### config.mk
export PLATFORM = sky130hd
export DESIGN_NAME = grid_vga_scanner
export DESIGN_NICKNAME = d
export VERILOG_FILES = /design/src/rtl/grid_vga_scanner_pkg.sv /design/src/rtl/grid_vga_scanner_vga_timing_gen.sv /design/src/rtl/grid_vga_scanner.sv
export SDC_FILE = /design/constraint.sdc
export NUM_CORES = 1
export LEC_CHECK = 0
export ABC_CLOCK_PERIOD_IN_PS = 2460
export CORE_ASPECT_RATIO = 0.9
export CORE_MARGIN = 2
export CORE_UTILIZATION = 57
export DETAILED_ROUTE_END_ITERATION = 12
export PLACE_DENSITY = 0.8
export RECOVER_POWER = 100
export SLEW_MARGIN = 20
export SYNTH_ARGS = -nofsm -noshare
export SYNTH_HDL_FRONTEND = slang
export SYNTH_SLANG_ARGS = --single-unit
### constraint.sdc
create_clock -name MasterClock -period 2.46 [get_ports MasterClock]
set_clock_uncertainty 0.05 [all_clocks]
set_input_delay 0.369 -clock MasterClock [delete_from_list [all_inputs] [get_ports MasterClock]]
set_output_delay 0.369 -clock MasterClock [all_outputs]
set_load 0.01 [all_outputs]
### src/rtl/grid_vga_scanner_pkg.sv
// ============================================================================
// Module      : grid_vga_scanner_pkg
// Description : Block codes, colour map and VGA timing defaults shared by the
//               grid scanner and its timing generator.
// Revision    : 1.0 - initial release
// ============================================================================
`timescale 1ns/1ps
`default_nettype none

package grid_vga_scanner_pkg;

  localparam int GRID_WIDTH     = 64;
  localparam int GRID_HEIGHT    = 48;
  localparam int BITS_PER_BLOCK = 2;
  localparam int ROW_W          = $clog2(GRID_HEIGHT);
  localparam int COL_W          = $clog2(GRID_WIDTH);

  typedef enum logic [BITS_PER_BLOCK-1:0] {
    BLOCK_EMPTY = 2'd0,
    BLOCK_WALL  = 2'd1,
    BLOCK_SNAKE = 2'd2,
    BLOCK_FOOD  = 2'd3
  } block_t;

  localparam logic [7:0] COLOUR_EMPTY = 8'h00;
  localparam logic [7:0] COLOUR_WALL  = 8'hFF;
  localparam logic [7:0] COLOUR_SNAKE = 8'h1C;
  localparam logic [7:0] COLOUR_FOOD  = 8'hE0;
  localparam logic [7:0] COLOUR_BLANK = 8'h00;

  // 640x480@60 defaults; counters are wide enough for any total up to 1023
  localparam int VGA_H_VIS = 640;
  localparam int VGA_H_FP  = 16;
  localparam int VGA_H_SW  = 96;
  localparam int VGA_H_BP  = 48;
  localparam int VGA_V_VIS = 480;
  localparam int VGA_V_FP  = 10;
  localparam int VGA_V_SW  = 2;
  localparam int VGA_V_BP  = 33;
  localparam int CNT_W     = 10;

  function automatic logic [7:0] blockColour(input logic [BITS_PER_BLOCK-1:0] code);
    logic [7:0] colour;
    colour = COLOUR_EMPTY;
    case (block_t'(code))
      BLOCK_WALL:  colour = COLOUR_WALL;
      BLOCK_SNAKE: colour = COLOUR_SNAKE;
      BLOCK_FOOD:  colour = COLOUR_FOOD;
      default:     colour = COLOUR_EMPTY;
    endcase
    return colour;
  endfunction

endpackage

`default_nettype wire

### src/rtl/grid_vga_scanner_vga_timing_gen.sv
// ============================================================================
// Module      : vga_timing_gen
// Description : Pixel-clock divider, raster counters and sync/visible decode.
// Revision    : 1.0 - initial release
// ============================================================================
`timescale 1ns/1ps
`default_nettype none

module vga_timing_gen
  import grid_vga_scanner_pkg::*;
#(
  parameter int CLK_DIV = 4,
  parameter int H_VIS   = VGA_H_VIS,
  parameter int H_FP    = VGA_H_FP,
  parameter int H_SW    = VGA_H_SW,
  parameter int H_BP    = VGA_H_BP,
  parameter int V_VIS   = VGA_V_VIS,
  parameter int V_FP    = VGA_V_FP,
  parameter int V_SW    = VGA_V_SW,
  parameter int V_BP    = VGA_V_BP
) (
  input  logic             MasterClock,
  input  logic             Reset,
  output logic             PixelTick,
  output logic [CNT_W-1:0] HCount,
  output logic [CNT_W-1:0] VCount,
  output logic             HLast,
  output logic             VLast,
  output logic             Visible,
  output logic             HSyncN,
  output logic             VSyncN
);

  localparam int H_TOTAL = H_VIS + H_FP + H_SW + H_BP;
  localparam int V_TOTAL = V_VIS + V_FP + V_SW + V_BP;
  localparam int DIV_W   = $clog2(CLK_DIV);

  logic [DIV_W-1:0] r_div;
  logic [CNT_W-1:0] r_hCount;
  logic [CNT_W-1:0] r_vCount;
  logic             w_tick;
  logic             w_hLast;
  logic             w_vLast;

  assign w_tick  = (r_div == DIV_W'(CLK_DIV - 1));
  assign w_hLast = (r_hCount == CNT_W'(H_TOTAL - 1));
  assign w_vLast = (r_vCount == CNT_W'(V_TOTAL - 1));

  always_ff @(posedge MasterClock or posedge Reset) begin
    if (Reset) begin
      r_div    <= '0;
      r_hCount <= '0;
      r_vCount <= '0;
    end else begin
      r_div <= w_tick ? '0 : r_div + 1'b1;
      if (w_tick) begin
        r_hCount <= w_hLast ? '0 : r_hCount + 1'b1;
        if (w_hLast) begin
          r_vCount <= w_vLast ? '0 : r_vCount + 1'b1;
        end
      end
    end
  end

  assign PixelTick = w_tick;
  assign HCount    = r_hCount;
  assign VCount    = r_vCount;
  assign HLast     = w_hLast;
  assign VLast     = w_vLast;
  assign Visible   = (r_hCount < CNT_W'(H_VIS)) && (r_vCount < CNT_W'(V_VIS));
  assign HSyncN    = !((r_hCount >= CNT_W'(H_VIS + H_FP)) && (r_hCount < CNT_W'(H_VIS + H_FP + H_SW)));
  assign VSyncN    = !((r_vCount >= CNT_W'(V_VIS + V_FP)) && (r_vCount < CNT_W'(V_VIS + V_FP + V_SW)));

endmodule

`default_nettype wire

### src/rtl/grid_vga_scanner.sv
// ============================================================================
// Module      : grid_vga_scanner
// Description : Scans the game-grid RAM in raster order and drives VGA colour,
//               syncs and a one-cycle FrameDone pulse at vblank start.
// Revision    : 1.0 - initial release
// ============================================================================
`timescale 1ns/1ps
`default_nettype none

module grid_vga_scanner
  import grid_vga_scanner_pkg::*;
#(
  parameter int CLK_DIV  = 4,
  parameter int BLOCK_PX = 10,
  parameter int H_VIS    = VGA_H_VIS,
  parameter int H_FP     = VGA_H_FP,
  parameter int H_SW     = VGA_H_SW,
  parameter int H_BP     = VGA_H_BP,
  parameter int V_VIS    = VGA_V_VIS,
  parameter int V_FP     = VGA_V_FP,
  parameter int V_SW     = VGA_V_SW,
  parameter int V_BP     = VGA_V_BP
) (
  input  logic                      MasterClock,
  input  logic                      Reset,
  output logic [ROW_W-1:0]          GridRow,
  output logic [COL_W-1:0]          GridCol,
  output logic                      GridRead,
  input  logic [BITS_PER_BLOCK-1:0] GridData,
  output logic [7:0]                VGArgb,
  output logic                      VGAHSync,
  output logic                      VGAVSync,
  output logic                      FrameDone
);

  localparam int SUB_W = (BLOCK_PX > 1) ? $clog2(BLOCK_PX) : 1;

  logic             w_tick;
  logic [CNT_W-1:0] w_hCount;
  logic [CNT_W-1:0] w_vCount;
  logic             w_hLast;
  logic             w_vLast;
  logic             w_visible;
  logic             w_hSyncN;
  logic             w_vSyncN;
  logic [CNT_W-1:0] w_nextH;
  logic [CNT_W-1:0] w_nextV;
  logic             w_nextVisible;
  logic             w_hSubLast;
  logic             w_vSubLast;

  logic [SUB_W-1:0] r_hSub;
  logic [SUB_W-1:0] r_vSub;
  logic [COL_W-1:0] r_gridCol;
  logic [ROW_W-1:0] r_gridRow;
  logic             r_gridRead;
  logic [7:0]       r_rgb;
  logic             r_hSync;
  logic             r_vSync;
  logic             r_frameDone;

  vga_timing_gen #(
    .CLK_DIV (CLK_DIV),
    .H_VIS   (H_VIS),
    .H_FP    (H_FP),
    .H_SW    (H_SW),
    .H_BP    (H_BP),
    .V_VIS   (V_VIS),
    .V_FP    (V_FP),
    .V_SW    (V_SW),
    .V_BP    (V_BP)
  ) u_timing (
    .MasterClock (MasterClock),
    .Reset       (Reset),
    .PixelTick   (w_tick),
    .HCount      (w_hCount),
    .VCount      (w_vCount),
    .HLast       (w_hLast),
    .VLast       (w_vLast),
    .Visible     (w_visible),
    .HSyncN      (w_hSyncN),
    .VSyncN      (w_vSyncN)
  );

  // GridRead must describe the counter values being loaded on this tick
  assign w_nextH       = w_hLast ? '0 : w_hCount + 1'b1;
  assign w_nextV       = w_hLast ? (w_vLast ? '0 : w_vCount + 1'b1) : w_vCount;
  assign w_nextVisible = (w_nextH < CNT_W'(H_VIS)) && (w_nextV < CNT_W'(V_VIS));
  assign w_hSubLast    = (r_hSub == SUB_W'(BLOCK_PX - 1));
  assign w_vSubLast    = (r_vSub == SUB_W'(BLOCK_PX - 1));

  always_ff @(posedge MasterClock or posedge Reset) begin
    if (Reset) begin
      r_hSub      <= '0;
      r_vSub      <= '0;
      r_gridCol   <= '0;
      r_gridRow   <= '0;
      r_gridRead  <= 1'b0;
      r_rgb       <= COLOUR_BLANK;
      r_hSync     <= 1'b1;
      r_vSync     <= 1'b1;
      r_frameDone <= 1'b0;
    end else begin
      r_frameDone <= w_tick && w_hLast && (w_vCount == CNT_W'(V_VIS - 1));
      if (w_tick) begin
        // Output stage shows the pixel the counters are leaving (one-pixel lag)
        r_rgb      <= w_visible ? blockColour(GridData) : COLOUR_BLANK;
        r_hSync    <= w_hSyncN;
        r_vSync    <= w_vSyncN;
        r_gridRead <= w_nextVisible;
        if (w_hLast) begin
          r_hSub    <= '0;
          r_gridCol <= '0;
          if (w_vLast) begin
            r_vSub    <= '0;
            r_gridRow <= '0;
          end else if (w_vSubLast) begin
            r_vSub    <= '0;
            r_gridRow <= r_gridRow + 1'b1;
          end else begin
            r_vSub <= r_vSub + 1'b1;
          end
        end else if (w_hSubLast) begin
          r_hSub    <= '0;
          r_gridCol <= r_gridCol + 1'b1;
        end else begin
          r_hSub <= r_hSub + 1'b1;
        end
      end
    end
  end

  assign GridRow   = r_gridRow;
  assign GridCol   = r_gridCol;
  assign GridRead  = r_gridRead;
  assign VGArgb    = r_rgb;
  assign VGAHSync  = r_hSync;
  assign VGAVSync  = r_vSync;
  assign FrameDone = r_frameDone;

endmodule

`default_nettype wire

Yosys cells after proc, flatten, opt, wreduce, memory -nomap -nowiden --
Index checks and enable logic that the tools add are counted.
Storage, ports and cells: register bits 54, input port bits 4, output and inout port bits 24, word-level logic and storage cells 63
Cells by class: $add $sub $neg 7, $lt $le $gt $ge 8, equal/unequal tests 9, muxes and demuxes 14, reductions and logical operators 13
Operators with widths (count):
- 10-bit less-than comparator, second input constant | 3
- 10-bit by 9-bit less-than comparator with 1-bit output, second input constant | 3
- 10-bit 2-to-1 mux | 3
- 6-bit 2-to-1 mux | 4
- 8-bit case mux with 3 select lines | 1
- 10-bit by 1-bit adder with 10-bit output, second input constant | 2
- 10-bit == test, second input constant | 2
- 4-bit 2-to-1 mux | 4
- 6-bit by 1-bit adder with 6-bit output, second input constant | 2
- 10-bit by 9-bit == test with 1-bit output, second input constant | 1
- 10-bit greater-or-equal comparator, second input constant | 1
- 10-bit by 9-bit greater-or-equal comparator with 1-bit output, second input constant | 1
- 4-bit by 1-bit adder with 4-bit output, second input constant | 2
- 4-bit == test, second input constant | 2
- 8-bit 2-to-1 mux | 1
- 2-bit == test, second input constant | 3
- 1-bit logical AND | 6
- 2-bit AND reduction | 2
- 2-bit nonzero test | 2
- 3-bit AND reduction | 1
- 2-bit by 1-bit adder with 2-bit output, second input constant | 1
- 2-bit by 1-bit == test with 1-bit output, second input constant | 1
- 1-bit zero test | 2
- 2-bit 2-to-1 mux | 1

Depth between registers and ports, before layout --
depth after elaboration 5, depth in mapped cells 8, depth with buffers taken out 7

Cells and area by module --
From an unflattened synthesis, not the netlist that was laid out.
Second synthesis, totals: cell total of the unflattened synthesis 280, area, all modules 2746.4 um2
Modules (own cells, without submodules):
- grid_vga_scanner | times used 1, cells each 162, area an instance 1535.2 um2, seq. area each 678.2 um2
- vga_timing_gen | times used 1, cells each 118, area an instance 1211.2 um2, seq. area each 550.5 um2

Worst setup path before layout --
No wires, ideal clock.
kind flip-flop to flip-flop, start point register u_timing.r_hCount[7] (netlist: u_timing.HCount[7]), end point register r_gridRead (netlist: GridRead), setup time 122 ps, arrival 1839 ps, data required time 2288 ps, setup slack 450 ps, stages on the path, launching flop included 8, buffers on the path 2, period minus slack after synthesis 2010 ps, cells stage by stage dfrtp_1 > buf_6 > nand4bb_4 > or3_1 > buf_2 > o41ai_2 > a21oi_1 > a32o_1
On the way: word-level cells in the longest chain between the ends 4, elaborated cells between the ends (all ways) 7, classes of those cells 1 x add/sub; 2 x order compare; 1 x eq/ne; 2 x mux; 1 x reduce/logical
Ends and longest elaborated chain:
- start, declared | RTL line grid_vga_scanner_vga_timing_gen.sv:39 | logic [CNT_W-1:0] r_hCount;
- start signal, assigned | RTL line grid_vga_scanner_vga_timing_gen.sv:57 | r_hCount <= w_hLast ? '0 : r_hCount + 1'b1;
- 10-bit by 1-bit adder with 10-bit output or 10-bit == test (tied branches) | RTL line grid_vga_scanner.sv:86, grid_vga_scanner_vga_timing_gen.sv:46
- 10-bit 2-to-1 mux (on tied branches) | RTL line grid_vga_scanner.sv:86, grid_vga_scanner.sv:87
- 10-bit less-than comparator or 10-bit by 9-bit less-than comparator with 1-bit output (tied branches) | RTL line grid_vga_scanner.sv:88 | assign w_nextVisible = (w_nextH < CNT_W'(H_VIS)) && (w_nextV < CNT_W'(V_VIS));
- 1-bit logical AND (*) | RTL line grid_vga_scanner.sv:88
- end signal, assigned | RTL line grid_vga_scanner.sv:110 | r_gridRead <= w_nextVisible;
- end, declared | RTL line grid_vga_scanner.sv:56 | logic r_gridRead;
Mark *: on every way between the ends. The rest lies on a longest branch, timed or not. A chain may end at the register's enable or synchronous reset.

Worst setup path in the final report --
Same ends and word-level chain as after synthesis.

==> metrics.csv <==
stage,metric,value,unit
worst_hold_path,min-delay-start,u_timing.r_div[0]$_DFF_PP0_,
pwr,clkPwrFrac,40.9,%
floorplan,start_util,58.1,%
route,drt-initial-drc-count,157,
synthesis,yosysUniqueCellTypes,55,
route,wl_met1,2630,um
floorplan,dieWidth,77.6,um
route,via_per_inst,5.87,
global_route,grt_max_degree,30,
final_layout,final_cell_mix,"dfrtp_1, nand2_1, o21ai_0",
pwr,p_sw,0.000299,W
final_layout,syn_to_final_growth,11.9,%
synthesis,synth_ff_type,dfrtp_1,
global_route,grt_pass1_wl,9240,um
final_layout,layout-drive-gt1-share,6.49,%
critical_path,r2r_start,u_timing.HCount[7]$_DFFE_PP0P_,
clock_tree,postCtsHoldBufs,0,
critical_path,cp-startpoint,u_timing.HCount[7]$_DFFE_PP0P_,
pwr,power_frac_comb,3.6,%
critical_path,crit_required,2.59,ns
synthesis,async_flop_share,100,%
floorplan,die_h,70.2,um
clock_tree,clk_root_buffer_cell,clkbuf_8,
synthesis,syn_inst,289,
pwr,power_density,470,nW/um2
synthesis,ys_warn_count,0,
route,wl_met3,178,um
place,placedInstanceArea,3030,um2
clock_tree,numCtsBuffers,5,
sta,tightestPinTransition,0.771,ns
final_layout,post-route-util,65.1,%
clock_tree,cts.sinks,49,
final_layout,diodes,0,
critical_path,crit_fanout,8,
clock_tree,post-cts-setup-buffers,0,
global_route,grt_pass1_vias,1950,
floorplan,die-area,5450,um2
route,routed-wl-met2,2710,um
pwr,p_leak,1.34,nW
floorplan,num_rows,24,
global_route,antenna_found_initial,0,
route,route.detailed.drc,0,
final_layout,nets,325,
synthesis,ys_seq_area_share,44.3,%
clock_tree,clk_path_buf_depth,2,
critical_path,arrival,2.27,ns
pwr,power.share.sequential,55.6,%
sta,max-slew-margin-rel,48.5,%
critical_path,crit_type,reg -> reg,
route,vias,2191,
synthesis,syn_nets,307,
clock_tree,cts_resized,0,
sta,setup_slack,0.324,ns
outcome,status,"finished, final reports clean",
clock_tree,cts_tree,done,
route,wirelength,5540,um
flow_run,cap_violations,0,
route,wl_per_cell,14.9,um
critical_path,worstSetupEndpointType,flop,
worst_hold_path,hold_path_class,reg -> reg,
synthesis,synth_area,2780,um2
floorplan,fp.coreArea,4770,um2
route,first_pass_iters,4,
clock_tree,clk_pin_slew,0.09,ns
pwr,ir_worst_vdd,0.382,mV
sta,finalSetupViolCount,0,
final_layout,stdcell_area,3110,um2
pwr,p_sw_share,20.4,%
synthesis,synth.ff_latch_count,49,
sta,final.setup.tns,0,ns
pwr,intPower,0.00116,W
place,place_ws,0.357,ns
sta,fmax,468,MHz
sta,hold_viol,0,
place,port_buffers,27,
synthesis,synth-edff-count,0,
floorplan,io-pin-count,28,
synthesis,synth_area_per_cell,9.61,um2
place,gp_congestion,0.840,
global_route,grt_usage,21.1,%
sta,drv_slew,0,
place,dp_hpwl,3970,um
global_route,grt_overflow,0,
clock_tree,h-tree-depth,2,
sta,rsz0062_at_grt,no,
route,topRoutingLayerUsed,met4,
critical_path,critPathLaunchType,flop,
sta,fin_crit,2.14,ns
sta,fin_crit_sh,86.8,%
route,drtAntennaViolNets,0,
clock_tree,clock_latency,0.30,ns
final_layout,final_common_cell,dfrtp_1,
==> power groups by stage <==
stage                     registers, W  clock network (W)   logic, W
after floorplan               0.000830                  0  0.0000327
after global placement        0.000828                  0  0.0000604
after detailed placement      0.000828                  0  0.0000621
after CTS                     0.000813           0.000613  0.0000620
after global routing          0.000813           0.000639  0.0000591
final                         0.000812           0.000597  0.0000521
==> flip-flops by register name (all words and copies together) (netlist names), 2 cells and up <==
| signal | count |
|---|---|
| u_timing.HCount | 10 |
| r_vSub | 4 |
| GridCol | 6 |
| u_timing.r_div | 2 |
| VGArgb | 3 |
| r_hSub | 4 |
| GridRow | 6 |
| u_timing.VCount | 10 |
==> critical path: stages (launching register included) <==
cell and delay [ns]:
dfrtp_1 0.47, nand4bb_4 0.32, or3_1 0.49, o41ai_1 0.37, a21oi_1 0.10, a32o_1 0.24
==> stage by stage <==
stage | hold slack (ns) | power [W] | instances
after floorplan | 0.353 | 0.000862 | 289
after global placement | 0.363 | 0.000888 | 365
after detailed placement | 0.394 | 0.000891 | 365
after CTS | 0.360 | 0.00149 | 373
after global routing | 0.427 | 0.00151 | 373
final | 0.410 | 0.00146 | 373
==> area by class of cell <==
type                    count  area [um2]
clock buffers               6        82.6
clock inverters             2        37.5
fillers                   386        1670
inverters                  11        41.3
multi-input cells         208        1340
flip-flops and latches     49        1230
well taps                  65        81.3
repair buffers             32         302
==> synth_stat cells (all sizes together), types with 2 or more instances <==
master   instances  area, um2
or3              3       20.0
o2bb2ai          2       17.5
o21ai           30        150
a22o             3       26.3
a21oi            9       45.0
and3             6       37.5
nand3           15       75.1
and2             2       12.5
inv             10       37.5
nor2b            2       12.5
dfrtp           47       1180
nand2b           3       18.8
nand3b           3       35.0
nor2            21       78.8
xor2             7       61.3
o31ai            7       66.3
dfstp            2       52.6
ha              14        175
a31oi            3       18.8
nand4            9       56.3
clkbuf          11       71.3
nor3            10       50.1
buf              8       58.8
a41oi            2       17.5
o41ai            3       33.8
xnor2            5       43.8
nand2           32        120
==> layer usage <==
| layer | up-vias | GRT usage, % |
|---|---|---|
| li1 | 1061 | - |
| met1 | 1082 | 29.2 |
| met2 | 46 | 34.0 |
| met3 | 2 | 4.39 |
| met4 | 0 | 5.75 |
| met5 | - | 0 |
==> final timing paths <==
kind | end | slack (ns) | cells after the start
worst min-delay path | u_timing.r_div[0]$_DFF_PP0_ | 0.41 | 1
worst min register to register | u_timing.r_div[0]$_DFF_PP0_ | 0.41 | 1
worst max-delay path | GridRead$_DFFE_PP0P_ | 0.32 | 5
min in group asynchronous | GridCol[1]$_DFFE_PP0P_ | 0.59 | 2
max in group asynchronous | u_timing.HCount[5]$_DFFE_PP0P_ | 0.60 | 3
worst max register to register | GridRead$_DFFE_PP0P_ | 0.32 | 5
==> cell families (layout without fill, tap and decap cells) <==
| logic type | Yosys count | in the layout | synth area share (%) |
|---|---|---|---|
| AO/OA/AOI/OAI | 63 | 63 | 14.6 |
| XOR/XNOR | 12 | 12 | 3.79 |
| adder cells (fa/ha/maj) | 14 | 14 | 6.31 |
| buffers and inverters | 32 | 51 | 6.90 |
| flip-flops | 49 | 49 | 44.3 |
| multiplexers | 2 | 2 | 0.766 |
| AND/OR/NAND/NOR | 117 | 117 | 23.3 |
No activity file was read; power rests on OpenSTA's default activity.
